### config.mk
export PLATFORM = sky130hd
export DESIGN_NAME = tx_arb_flat
export DESIGN_NICKNAME = d
export VERILOG_FILES = /design/src/rtl/tx_arb_if.sv /design/src/rtl/tx_arb.sv /design/src/flat_wrapper.sv
export SDC_FILE = /design/constraint.sdc
export NUM_CORES = 1
export LEC_CHECK = 0
export CAP_MARGIN = 25
export CORE_MARGIN = 2
export CORE_UTILIZATION = 45
export CTS_CLUSTER_DIAMETER = 120
export DETAILED_ROUTE_END_ITERATION = 8
export GPL_TIMING_DRIVEN = 0
export PLACE_DENSITY = 0.74
export SLEW_MARGIN = 15
export SYNTH_ARGS = -nofsm -noshare
export SYNTH_HDL_FRONTEND = slang
export SYNTH_SLANG_ARGS = --single-unit
### constraint.sdc
create_clock -name clk -period 4.6 [get_ports clk]
set_clock_uncertainty 0.15 [all_clocks]
set_input_delay 1.38 -clock clk [delete_from_list [all_inputs] [get_ports clk]]
set_output_delay 1.38 -clock clk [all_outputs]
set_load 0.03 [all_outputs]
### src/rtl/tx_arb_if.sv
// Byte-channel bundle shared by the request sources, the UART transmitter and tx_arb.
// The arbiter takes the slave view; whoever feeds requests and acknowledges bytes takes the master view.
interface tx_arb_if;
  logic        snd_rsp;
  logic [7:0]  resp;
  logic        tlm_vld;
  logic [15:0] tlm_data;
  logic        tx_done;
  logic        clr_ovr;
  logic        trmt;
  logic [7:0]  tx_data;
  logic        busy;
  logic        rsp_ovr;

  modport master (
    output snd_rsp, resp, tlm_vld, tlm_data, tx_done, clr_ovr,
    input  trmt, tx_data, busy, rsp_ovr
  );

  modport slave (
    input  snd_rsp, resp, tlm_vld, tlm_data, tx_done, clr_ovr,
    output trmt, tx_data, busy, rsp_ovr
  );
endinterface

### src/rtl/tx_arb.sv
// Arbitrates the UART transmit byte channel among command responses, two-byte telemetry
// frames and a periodic heartbeat, each held in a one-deep buffer.
module tx_arb #(
  parameter int unsigned HB_PERIOD  = 1000000,
  parameter logic [7:0]  HB_BYTE    = 8'hA5,
  parameter int unsigned MAX_STREAK = 3
) (
  input logic     clk,
  input logic     rst,
  tx_arb_if.slave bus
);

  localparam int HB_W   = (HB_PERIOD > 1) ? $clog2(HB_PERIOD) : 1;
  localparam int STRK_W = (MAX_STREAK > 0) ? $clog2(MAX_STREAK + 1) : 1;
  localparam logic [HB_W-1:0]   HB_LAST  = HB_W'(HB_PERIOD - 1);
  localparam logic [STRK_W-1:0] STRK_MAX = STRK_W'(MAX_STREAK);

  typedef enum logic [1:0] {
    IDLE,
    SEND_B,
    WAIT_B,
    LOAD_LO
  } state_t;

  state_t            state;
  logic              rsp_pend;
  logic [7:0]        rsp_hold;
  logic              tlm_pend;
  logic [15:0]       tlm_hold;
  logic              hb_pend;
  logic [HB_W-1:0]   hb_cnt;
  logic [STRK_W-1:0] streak;
  logic              lo_next;
  logic [7:0]        tlm_lo;
  logic              trmt_q;
  logic [7:0]        tx_data_q;
  logic              busy_q;
  logic              rsp_ovr_q;

  logic idle;
  logic force_tlm;
  logic grant_rsp;
  logic grant_tlm;
  logic grant_hb;
  logic grant_any;
  logic hb_wrap;

  function automatic logic [STRK_W-1:0] sat_inc(input logic [STRK_W-1:0] v);
    return (v == STRK_MAX) ? v : v + 1'b1;
  endfunction

  // Grant decision on the registered pend flags; only meaningful while idle.
  always_comb begin
    idle      = (state == IDLE);
    force_tlm = tlm_pend && (streak == STRK_MAX);
    grant_tlm = idle && tlm_pend && (force_tlm || !rsp_pend);
    grant_rsp = idle && rsp_pend && !force_tlm;
    grant_hb  = idle && hb_pend && !rsp_pend && !tlm_pend;
    grant_any = grant_rsp || grant_tlm || grant_hb;
    hb_wrap   = (hb_cnt == HB_LAST);
  end

  // Holding buffers: a new request in the grant cycle wins over the clear.
  always_ff @(posedge clk) begin
    if (rst) begin
      rsp_pend  <= 1'b0;
      rsp_hold  <= 8'h00;
      tlm_pend  <= 1'b0;
      tlm_hold  <= 16'h0000;
      hb_pend   <= 1'b0;
      hb_cnt    <= '0;
      streak    <= '0;
      rsp_ovr_q <= 1'b0;
    end else begin
      if (bus.snd_rsp) begin
        rsp_pend <= 1'b1;
        rsp_hold <= bus.resp;
      end else if (grant_rsp) begin
        rsp_pend <= 1'b0;
      end

      if (bus.tlm_vld) begin
        tlm_pend <= 1'b1;
        tlm_hold <= bus.tlm_data;
      end else if (grant_tlm) begin
        tlm_pend <= 1'b0;
      end

      if (hb_wrap) begin
        hb_cnt  <= '0;
        hb_pend <= 1'b1;
      end else begin
        hb_cnt <= hb_cnt + 1'b1;
        if (grant_hb) hb_pend <= 1'b0;
      end

      if (grant_tlm)
        streak <= '0;
      else if (grant_rsp && tlm_pend)
        streak <= sat_inc(streak);

      if (bus.snd_rsp && rsp_pend && !grant_rsp)
        rsp_ovr_q <= 1'b1;
      else if (bus.clr_ovr)
        rsp_ovr_q <= 1'b0;
    end
  end

  // Transmit sequencer; LOAD_LO keeps the telemetry low byte at the same
  // two-cycle spacing after tx_done as a freshly arbitrated byte.
  always_ff @(posedge clk) begin
    if (rst) begin
      state     <= IDLE;
      trmt_q    <= 1'b0;
      busy_q    <= 1'b0;
      tx_data_q <= 8'h00;
      tlm_lo    <= 8'h00;
      lo_next   <= 1'b0;
    end else begin
      trmt_q <= 1'b0;
      case (state)
        IDLE: begin
          if (grant_rsp) begin
            tx_data_q <= rsp_hold;
            lo_next   <= 1'b0;
          end else if (grant_tlm) begin
            tx_data_q <= tlm_hold[15:8];
            tlm_lo    <= tlm_hold[7:0];
            lo_next   <= 1'b1;
          end else if (grant_hb) begin
            tx_data_q <= HB_BYTE;
            lo_next   <= 1'b0;
          end
          if (grant_any) begin
            state  <= SEND_B;
            trmt_q <= 1'b1;
            busy_q <= 1'b1;
          end
        end
        SEND_B: state <= WAIT_B;
        WAIT_B: begin
          if (bus.tx_done) begin
            if (lo_next) begin
              state     <= LOAD_LO;
              tx_data_q <= tlm_lo;
              lo_next   <= 1'b0;
            end else begin
              state  <= IDLE;
              busy_q <= 1'b0;
            end
          end
        end
        LOAD_LO: begin
          state  <= SEND_B;
          trmt_q <= 1'b1;
        end
        default: state <= IDLE;
      endcase
    end
  end

  assign bus.trmt    = trmt_q;
  assign bus.tx_data = tx_data_q;
  assign bus.busy    = busy_q;
  assign bus.rsp_ovr = rsp_ovr_q;

endmodule

### src/flat_wrapper.sv
// flat-port wrapper written by rule: the top's interface ports become plain ports
module tx_arb_flat 
#(
  parameter int unsigned HB_PERIOD  = 1000000,
  parameter logic [7:0]  HB_BYTE    = 8'hA5,
  parameter int unsigned MAX_STREAK = 3
)
  (clk, rst, bus_snd_rsp, bus_resp, bus_tlm_vld, bus_tlm_data, bus_tx_done, bus_clr_ovr, bus_trmt, bus_tx_data, bus_busy, bus_rsp_ovr);
  tx_arb_if bus_i ();
  input logic clk;
  input logic rst;
  input wire logic [$bits(bus_i.snd_rsp)-1:0] bus_snd_rsp;
  input wire logic [$bits(bus_i.resp)-1:0] bus_resp;
  input wire logic [$bits(bus_i.tlm_vld)-1:0] bus_tlm_vld;
  input wire logic [$bits(bus_i.tlm_data)-1:0] bus_tlm_data;
  input wire logic [$bits(bus_i.tx_done)-1:0] bus_tx_done;
  input wire logic [$bits(bus_i.clr_ovr)-1:0] bus_clr_ovr;
  output wire logic [$bits(bus_i.trmt)-1:0] bus_trmt;
  output wire logic [$bits(bus_i.tx_data)-1:0] bus_tx_data;
  output wire logic [$bits(bus_i.busy)-1:0] bus_busy;
  output wire logic [$bits(bus_i.rsp_ovr)-1:0] bus_rsp_ovr;
  assign bus_i.snd_rsp = bus_snd_rsp;
  assign bus_i.resp = bus_resp;
  assign bus_i.tlm_vld = bus_tlm_vld;
  assign bus_i.tlm_data = bus_tlm_data;
  assign bus_i.tx_done = bus_tx_done;
  assign bus_i.clr_ovr = bus_clr_ovr;
  assign bus_trmt = bus_i.trmt;
  assign bus_tx_data = bus_i.tx_data;
  assign bus_busy = bus_i.busy;
  assign bus_rsp_ovr = bus_i.rsp_ovr;
  tx_arb #(.HB_PERIOD(HB_PERIOD), .HB_BYTE(HB_BYTE), .MAX_STREAK(MAX_STREAK)) u_core (.clk(clk), .rst(rst), .bus(bus_i));
endmodule
==> run summary <==
Register area: 0.00142 mm²
Top Metal Used: met4
CP arrival: 3.04 ns
Seq/Total Area, Yosys: 46.8%
Die X: 86.2 µm
RSZ-0062 raised after global routing: false
# rows: 29
Met1 WL: 2960 µm
Synth unique cells: 39
DR DRC count: 0
Min-delay worst type: flip-flop to flip-flop
Vias: 2574
Post-CTS sizing: 0
Die ar.: 0.00743 mm²
Initial antenna violation count: 0
Hold Buf Count CTS: 0
Setup violations, final: 0
Synth area leaders: dfxtp_1 (47%), mux2i_1 (8.9%), nor2_1 (6.8%)
Nets: 434
Met2 wire len: 3400 µm
Post-Layout Cell Count: 480
Dpl hpwl: 4900 µm
I/O pin count: 41
GRT Total Usage: 19.3%
Internal cell power: 1.15 mW
Kind of critical path: primary input to flip-flop
P_sw: 0.443 mW
Final worst path period share: 63.8%
Diodes inserted: 0
Dpl cells: 464
Mean Syn Cell Area: 8.68 µm²
P_leak: 1.38 nW
Area leader, netlist: dfxtp_1
Worst-Skew Late Latency: 0.34 ns
DR pass1 iterations: 5
WL final: 6720 µm
Initial Utilization: 47.1%
Slew headroom: 48.4%
Hold Fails Final Rpt: 0
Syn nets: 386
Yosys reg bits: 71
Clock share of power: 37.6%
Reg2Reg Setup Slack: 2.08 ns
1st-iter DRT viols: 116
Post-synthesis cell area: 0.00304 mm²
GR Overflow Total: 0
Largest net degree at the start of global routing: 14
First-pass GRT wire length: 11200 µm
Proportion of netlist area held by the largest area contributor: 46.8%
Maxcap violations: 0
Logic pwr share: 19.0%
Filler Cells Inserted: 607
CTS buffer count: 9
Ratio of cells with drive above 1 in the final layout: 7.44%
Critical path startpoint category: primary input
Achievable Freq: 341 MHz
Setup TNS: 0 ns
CTS tree: done
DIE HEIGHT: 86.2 µm
WL per Instance: 14.0 µm
Gpl congestion: 0.853
Via density: 5.36
HP Start: u_core.tlm_hold[5]$_SDFFE_PP0P_
Critical Path Start: bus_tx_done
VDD IR max: 0.273 mV
Clk buf depth: 2
Port bufs: 37
Final min period: 2.94 ns
Postcts setup bufs: 0
Routed Antenna Nets: 0
Area of the multi-input gates: 0.00147 mm²
Max-slew violations: 0
Worst-margin pin slew: 0.763 ns
Syn Inst Count: 350
Launching point of the worst reg2reg path: u_core.state[1]$_SDFFE_PP0P_
CP required: 4.70 ns
Routed length on met3: 232 µm
Pwr per Cell Area: 425 mW/mm²
Critical Path End Type: flip-flop
H-tree depth: 3
Clock root buffer: clkbuf_8
Layout area overhead: 23.4%
Worst-path maximum fanout: 8
Sw frac: 27.8%
Syn. warnings: 0
Core area: 0.00646 mm²
# clock sinks: 71
Vias in the first global route: 2488
Outcome: completed
Clock transition at the registers of the reported paths: 0.08 ns
Reg power frac: 43.4%
path summary, 6_finish.rpt:
path | end | cells after the start
worst max register to register | u_core.lo_next$_SDFFE_PP0P_ | 9
worst min-delay path | u_core.tlm_lo[5]$_SDFFE_PP0P_ | 2
worst max-delay path | u_core.bus.tx_data[3]$_SDFFE_PP0P_ | 5
worst min register to register | u_core.tlm_lo[5]$_SDFFE_PP0P_ | 2
layout by cell type (no fill, tap or decap), drive strengths merged, types with 2 or more instances in the layout:
cell,count
clkdlybuf4s50,37
or2,2
a31oi,4
or4b,2
bufinv,3
nor3,5
mux2i,27
or3,6
nor2,55
buf,4
a311oi,4
xor2,5
xnor2,6
a32oi,6
nand4,2
o211ai,4
and2,3
nand3,13
clkbuf,26
dfxtp,71
ha,6
nand2b,5
o21ai,6
nor2b,3
clkinvlp,3
or4,6
a21oi,32
o31ai,4
inv,15
nand2,31
area by class of cell:
class                      count  area share [%]
tap                           77            2.57
buffer                        21            2.47
clock inverter                 7            3.24
timing repair buffer          37            9.87
multi-input combinational    243            39.2
clock buffer                   9            3.30
inverter                      15            1.50
sequential                    71            37.9
per-layer routing:
| metal | GRT usage [%] | vias to the layer above |
|---|---|---|
| met4 | 6.96 | 0 |
| met2 | 33.0 | 48 |
| li1 | - | 1302 |
| met1 | 23.0 | 1213 |
| met3 | 5.71 | 11 |
| met5 | 0 | - |
synthesized netlist by cell type, drive strengths merged:
cell type	number
a32oi	6
nor3	5
dfxtp	71
a21oi	32
mux2i	27
o21ai	6
nand3	13
o31ai	4
a21boi	1
and2	3
inv	15
or2	2
a22oi	1
o211ai	4
ha	6
a311oi	4
xnor2	6
nand4	2
or4b	2
xor2	5
or4	6
a31oi	4
and3	1
nor2	55
nor4	1
clkbuf	17
or3	6
buf	4
a31o	1
nor2b	3
nand2b	5
nor4b	1
nand2	31
critical path: stages:
cell,delay [ns]
clkdlybuf4s50_1,0.51
mux2i_1,0.14
nor3_1,0.67
nor2_1,0.08
a311oi_1,0.26
power groups by stage:
stage | Clock (mW) | Combinational [mW] | Sequential (mW)
global placement | 0 | 0.296 | 0.704
CTS | 0.610 | 0.304 | 0.692
global route | 0.635 | 0.333 | 0.697
finish | 0.600 | 0.303 | 0.692
floorplan | 0 | 0.154 | 0.741
detailed placement | 0 | 0.302 | 0.706
flip-flops by register name (all words and copies together) (netlist names):
name                count
u_core.hb_cnt          20
u_core.bus.trmt         1
u_core.tlm_hold        16
u_core.bus.busy         1
u_core.rsp_hold         8
u_core.hb_pend          1
u_core.state            2
u_core.rsp_pend         1
u_core.tlm_pend         1
u_core.lo_next          1
u_core.bus.rsp_ovr      1
u_core.bus.tx_data      8
u_core.streak           2
u_core.tlm_lo           8
stage by stage:
stage / setup WS (ns) / utilization, % / area (µm²) / total power [mW] / hold slack, ns
final: 1.66 / 58.1 / 3750 / 1.59 / 0.307
after global routing: 1.47 / 58.1 / 3750 / 1.66 / 0.323
after CTS: 1.68 / 58.1 / 3750 / 1.61 / 0.311
after detailed placement: 1.33 / 54.3 / 3510 / 1.01 / 0.300
after global placement: 1.34 / 54.3 / 3510 / 1.00 / 0.294
after floorplan: 1.86 / - / 3040 / 0.895 / 0.281
kinds of logic (layout without fill, tap and decap cells):
logic type               count (synthesis)  count (layout)  share of synthesized area [%]
buffers and inverters                   36              89                           4.90
adder cells (fa/ha/maj)                  6               6                           2.47
AO/OA/AOI/OAI                           63              63                           12.7
flip-flops                              71              71                           46.8
multiplexers                            27              27                           8.89
AND/OR/NAND/NOR                        136             136                           21.1
XOR/XNOR                                11              11                           3.17
No activity file was read; power rests on OpenSTA's default activity.
